--- src/rtl/uart_tx.sv ---
// UART serial transmitter. Takes one word per valid/ready handshake and
// shifts it out LSB-first as start, data, optional parity and stop bits.
// Each bit is held for exactly one baud_tick period.
module uart_tx #(
  parameter int DATA_BITS  = 8,
  parameter int PARITY_EN  = 0,
  parameter int PARITY_ODD = 0,
  parameter int STOP_BITS  = 1
) (
  input  logic                 clk,
  input  logic                 rst,
  input  logic                 baud_tick,
  input  logic                 tx_valid,
  input  logic [DATA_BITS-1:0] tx_data,
  output logic                 tx_ready,
  output logic                 tx,
  output logic                 tx_busy,
  output logic                 tx_done
);

  localparam int   CW      = $clog2(DATA_BITS);
  localparam logic PAR_ODD = 1'(PARITY_ODD != 0);
  localparam logic PAR_ON  = 1'(PARITY_EN != 0);

  typedef enum logic [2:0] {
    S_IDLE,
    S_SYNC,
    S_START,
    S_DATA,
    S_PARITY,
    S_STOP
  } state_e;

  state_e                 state_q, state_d;
  logic [DATA_BITS-1:0]   shift_q, shift_d;
  logic [CW-1:0]          bit_cnt_q, bit_cnt_d;
  logic                   stop_cnt_q, stop_cnt_d;
  logic                   par_q, par_d;
  logic                   tx_q, tx_d;
  logic                   ready_q, ready_d;
  logic                   done_q, done_d;

  // State and datapath registers; reset drops the line high at once.
  always_ff @(posedge clk or posedge rst) begin
    if (rst) begin
      state_q    <= S_IDLE;
      shift_q    <= '0;
      bit_cnt_q  <= '0;
      stop_cnt_q <= 1'b0;
      par_q      <= 1'b0;
      tx_q       <= 1'b1;
      ready_q    <= 1'b1;
      done_q     <= 1'b0;
    end else begin
      state_q    <= state_d;
      shift_q    <= shift_d;
      bit_cnt_q  <= bit_cnt_d;
      stop_cnt_q <= stop_cnt_d;
      par_q      <= par_d;
      tx_q       <= tx_d;
      ready_q    <= ready_d;
      done_q     <= done_d;
    end
  end

  // Next-state logic; every bit boundary waits for baud_tick. SYNC exists so
  // the start bit always begins on a tick strictly after the accept edge.
  always_comb begin
    state_d    = state_q;
    shift_d    = shift_q;
    bit_cnt_d  = bit_cnt_q;
    stop_cnt_d = stop_cnt_q;
    par_d      = par_q;
    tx_d       = tx_q;
    ready_d    = ready_q;
    done_d     = 1'b0;
    case (state_q)
      S_IDLE: begin
        tx_d = 1'b1;
        if (tx_valid && ready_q) begin
          shift_d    = tx_data;
          par_d      = (^tx_data) ^ PAR_ODD;
          bit_cnt_d  = '0;
          stop_cnt_d = 1'b0;
          ready_d    = 1'b0;
          state_d    = S_SYNC;
        end
      end
      S_SYNC: begin
        if (baud_tick) begin
          tx_d    = 1'b0;
          state_d = S_START;
        end
      end
      S_START: begin
        if (baud_tick) begin
          tx_d      = shift_q[0];
          bit_cnt_d = '0;
          state_d   = S_DATA;
        end
      end
      S_DATA: begin
        if (baud_tick) begin
          if (bit_cnt_q == CW'(DATA_BITS - 1)) begin
            if (PAR_ON) begin
              tx_d    = par_q;
              state_d = S_PARITY;
            end else begin
              tx_d       = 1'b1;
              stop_cnt_d = 1'b0;
              state_d    = S_STOP;
            end
          end else begin
            shift_d   = shift_q >> 1;
            bit_cnt_d = bit_cnt_q + CW'(1);
            tx_d      = shift_q[1];
          end
        end
      end
      S_PARITY: begin
        if (baud_tick) begin
          tx_d       = 1'b1;
          stop_cnt_d = 1'b0;
          state_d    = S_STOP;
        end
      end
      S_STOP: begin
        if (baud_tick) begin
          if (stop_cnt_q == 1'(STOP_BITS - 1)) begin
            done_d  = 1'b1;
            ready_d = 1'b1;
            state_d = S_IDLE;
          end else begin
            stop_cnt_d = 1'b1;
          end
        end
      end
      default: begin
        tx_d    = 1'b1;
        ready_d = 1'b1;
        state_d = S_IDLE;
      end
    endcase
  end

  assign tx       = tx_q;
  assign tx_ready = ready_q;
  assign tx_done  = done_q;
  assign tx_busy  = (state_q != S_IDLE);

endmodule
--- config.mk ---
export PLATFORM = sky130hd
export DESIGN_NAME = uart_tx
export DESIGN_NICKNAME = d
export VERILOG_FILES = /design/src/rtl/uart_tx.sv
export SDC_FILE = /design/constraint.sdc
export NUM_CORES = 1
export LEC_CHECK = 0
export CAP_MARGIN = 15
export CORE_MARGIN = 1.5
export CORE_UTILIZATION = 40
export CTS_CLUSTER_SIZE = 12
export DETAILED_ROUTE_END_ITERATION = 10
export PLACE_DENSITY_LB_ADDON = 0.05
export REMOVE_ABC_BUFFERS = 1
export SETUP_SLACK_MARGIN = 0.2
export SKIP_LAST_GASP = 1
export SYNTH_ARGS = -nofsm -noshare
export SYNTH_HDL_FRONTEND = slang
export SYNTH_SLANG_ARGS = --single-unit
--- constraint.sdc ---
create_clock -name clk -period 3.58 [get_ports clk]
set_input_delay 1.074 -clock clk [delete_from_list [all_inputs] [get_ports clk]]
set_output_delay 1.074 -clock clk [all_outputs]
set_load 0.01 [all_outputs]
==> out/qor.txt <==
Min Clock Period, post-route -> 2.83 ns
Worst EP arrival -> 1.75 ns
PortBufs -> 15
Max IR drop VDD -> 273 uV
Clk Latency, worst-skew pair -> 0.29 ns
R2R depth -> 4
Worst Setup Start Kind -> register
Vias in the first global route -> 609
Total clock sinks -> 17
Hold Path Origin -> bit_cnt_q[2]
Core area -> 0.00202 sq mm
CTS buffer count -> 3
Clk buf depth -> 2
Routed vias -> 676
Post-CTS setup buffers -> 0
HPWL Detailed -> 1.16 mm
H-tree depth -> 1
Die area -> 0.00252 sq mm
Hold Violations, Final -> 0
Worst R2R Setup Slack -> 1.81 ns
Status -> complete, no violations
R2r endpoint -> shift_q[7]
Seq cells post-synth -> 17
Post-synthesis cell type count -> 29
Worst reg2reg path startpoint -> bit_cnt_q[0]
Root buf cell -> clkbuf_4
Register area share after synthesis -> 0.480
Antenna diode count -> 0
Pre-CTS setup slack -> 0.758 ns
RSZ-0062 raised after global routing -> no
Largest net degree at the start of global routing -> 18
Setup_tns -> 0 ns
Slew HR -> 0.562
Leak -> 0.444 nW
Gr ovfl total -> 0
Util after Layout -> 0.527
Setup Skew -> 0.00210 ns
DR WL/cell -> 12.6 um
Final instance count without filler cells -> 131
GRT Overall Usage -> 0.151
Syn avg cell area -> 9.91 sq um
CP Capture Type -> output port
Initial DRC count -> 16
Final Max Slew Viols -> 0
Ys Warns -> 0
Max-Cap Viols -> 0
Die height -> 50.2 um
Drt first pass iters -> 4
Commonest non-fill, non-tap cell in the layout -> nor2_1
Final ANT Viol Nets -> 0
Number of vias per cell -> 5.16
Synth area leaders -> dfrtp_1 (42%), nor2_1 (8.0%), mux2i_1 (6.7%)
Synth top area share -> 0.421
Post-CTS resize count -> 0
Slew at the pin closest to its max-slew limit -> 0.656 ns
Num ports -> 16
Dpl cells -> 127
Fill cells -> 206
Crit Path Category -> register to output port
GPL Wtd Cong -> 0.829
WHS Path Cells -> 1
Hold-fix buffers, CTS -> 0
Share of cells above drive strength 1 -> 0.106
Min-Delay Endpoint -> bit_cnt_q[2]
Mapped cell area -> 892 sq um
Data required, critical path -> 2.51 ns
Cell taking the most area after synthesis -> dfrtp_1
Final worst-path cycle share -> 0.789
Final Setup Violations -> 0
Die X-Extent -> 50.2 um
Clock transition at path regs -> 0.11 ns
Max FO, Critical Path -> 11
Post-Syn Instances -> 90
First-pass GRT wire length -> 2.86 mm
Syn-to-layout area delta -> 19.4%
Final hold slack -> 0.518 ns
Final nets -> 119
Initial antenna violation count -> 0
TritonCTS clock tree -> built
Hold Path Class -> register to register
Final worst setup slack -> 0.755 ns
FMAX -> 354 MHz
Commonest non-fill, non-tap cells in the layout -> nor2_1 (19), dfrtp_1 (15), clkdlybuf4s50_1 (15), a21oi_1 (11), mux2i_1 (6)
Site Rows -> 16
Routed WL -> 1.65 mm
Drc violations -> 0
Pwr/cell area -> 736 mW/mm^2
Initial Util -> 0.441
-- where the power goes --
| part | switching [mW] | total, mW | internal [mW] | leakage (nW) |
|---|---|---|---|---|
| Combinational | 0.165 | 0.340 | 0.174 | 0.230 |
| Clock | 0.0638 | 0.105 | 0.0415 | 0.0177 |
| Sequential | 0.0657 | 0.339 | 0.274 | 0.196 |
| Total | 0.295 | 0.784 | 0.489 | 0.444 |
-- routing by layer --
layer,wire (um),up-vias,track usage
li1,-,336,-
met1,776,323,0.215
met2,791,15,0.228
met3,67,2,0.0268
met4,15,0,0.0556
met5,0,-,0
-- per-stage QoR --
step | cell area (sq um) | power, mW
floorplan | 853 | 0.592
finish | 1060 | 0.784
detailed placement | 1040 | 0.687
global route | 1060 | 0.854
CTS | 1060 | 0.793
global placement | 1040 | 0.681
-- logic make-up (layout without fill, tap and decap cells) --
| family | after synthesis | after routing | share of synthesized area |
|---|---|---|---|
| mux | 7 | 7 | 0.0799 |
| simple gates | 31 | 31 | 0.157 |
| buf+inv | 8 | 22 | 0.0561 |
| fa+ha+maj | 3 | 3 | 0.0393 |
| flops | 17 | 17 | 0.480 |
| compound gates | 24 | 24 | 0.188 |
-- sequential cells by signal, summed over array words and instances (netlist names) --
signal and flops:
state_q 3, tx 1, shift_q 8, tx_ready 1, tx_done 1, bit_cnt_q 3
-- worst max path at each step --
stage	start	endpoint	slack, ns	cells past startpoint
after global placement	baud_tick	shift_q[1]	0.84	5
final	state_q[1]	tx_busy	0.75	2
after CTS	state_q[1]	tx_busy	0.75	2
after detailed placement	baud_tick	shift_q[7]	0.76	4
after global routing	state_q[1]	tx_busy	0.69	2
after floorplan	baud_tick	shift_q[0]	1.60	4
-- critical path: stages, from the launching register on --
cell and delay, ns:
dfrtp_1 0.51, or3_4 0.46, clkdlybuf4s50_1 0.50
-- cells in the mapped netlist, drive strengths merged --
| master | instances |
|---|---|
| dfrtp | 15 |
| mux2i | 6 |
| a22o | 2 |
| inv | 3 |
| nand2b | 2 |
| ha | 2 |
| nand3b | 1 |
| o211ai | 1 |
| a21oi | 13 |
| or3 | 1 |
| o32ai | 1 |
| nor3 | 1 |
| o21ai | 4 |
| mux2 | 1 |
| or2b | 1 |
| nand2 | 5 |
| o21a | 1 |
| nor2 | 19 |
| and2 | 1 |
| o22a | 1 |
| o22ai | 1 |
| dfstp | 2 |
| maj3 | 1 |
| clkbuf | 1 |
| buf | 4 |
-- layout make-up --
class	count	area, sq um	area share
flip-flops and latches	17	428	0.402
multi-input cells	65	414	0.389
repair buffers	15	150	0.141
well taps	27	33.8	0.0317
clock buffers	3	22.5	0.0212
inverters	3	11.3	0.0106
clock inverters	1	5.00	0.00470
(Power assumes the default switching activity.)
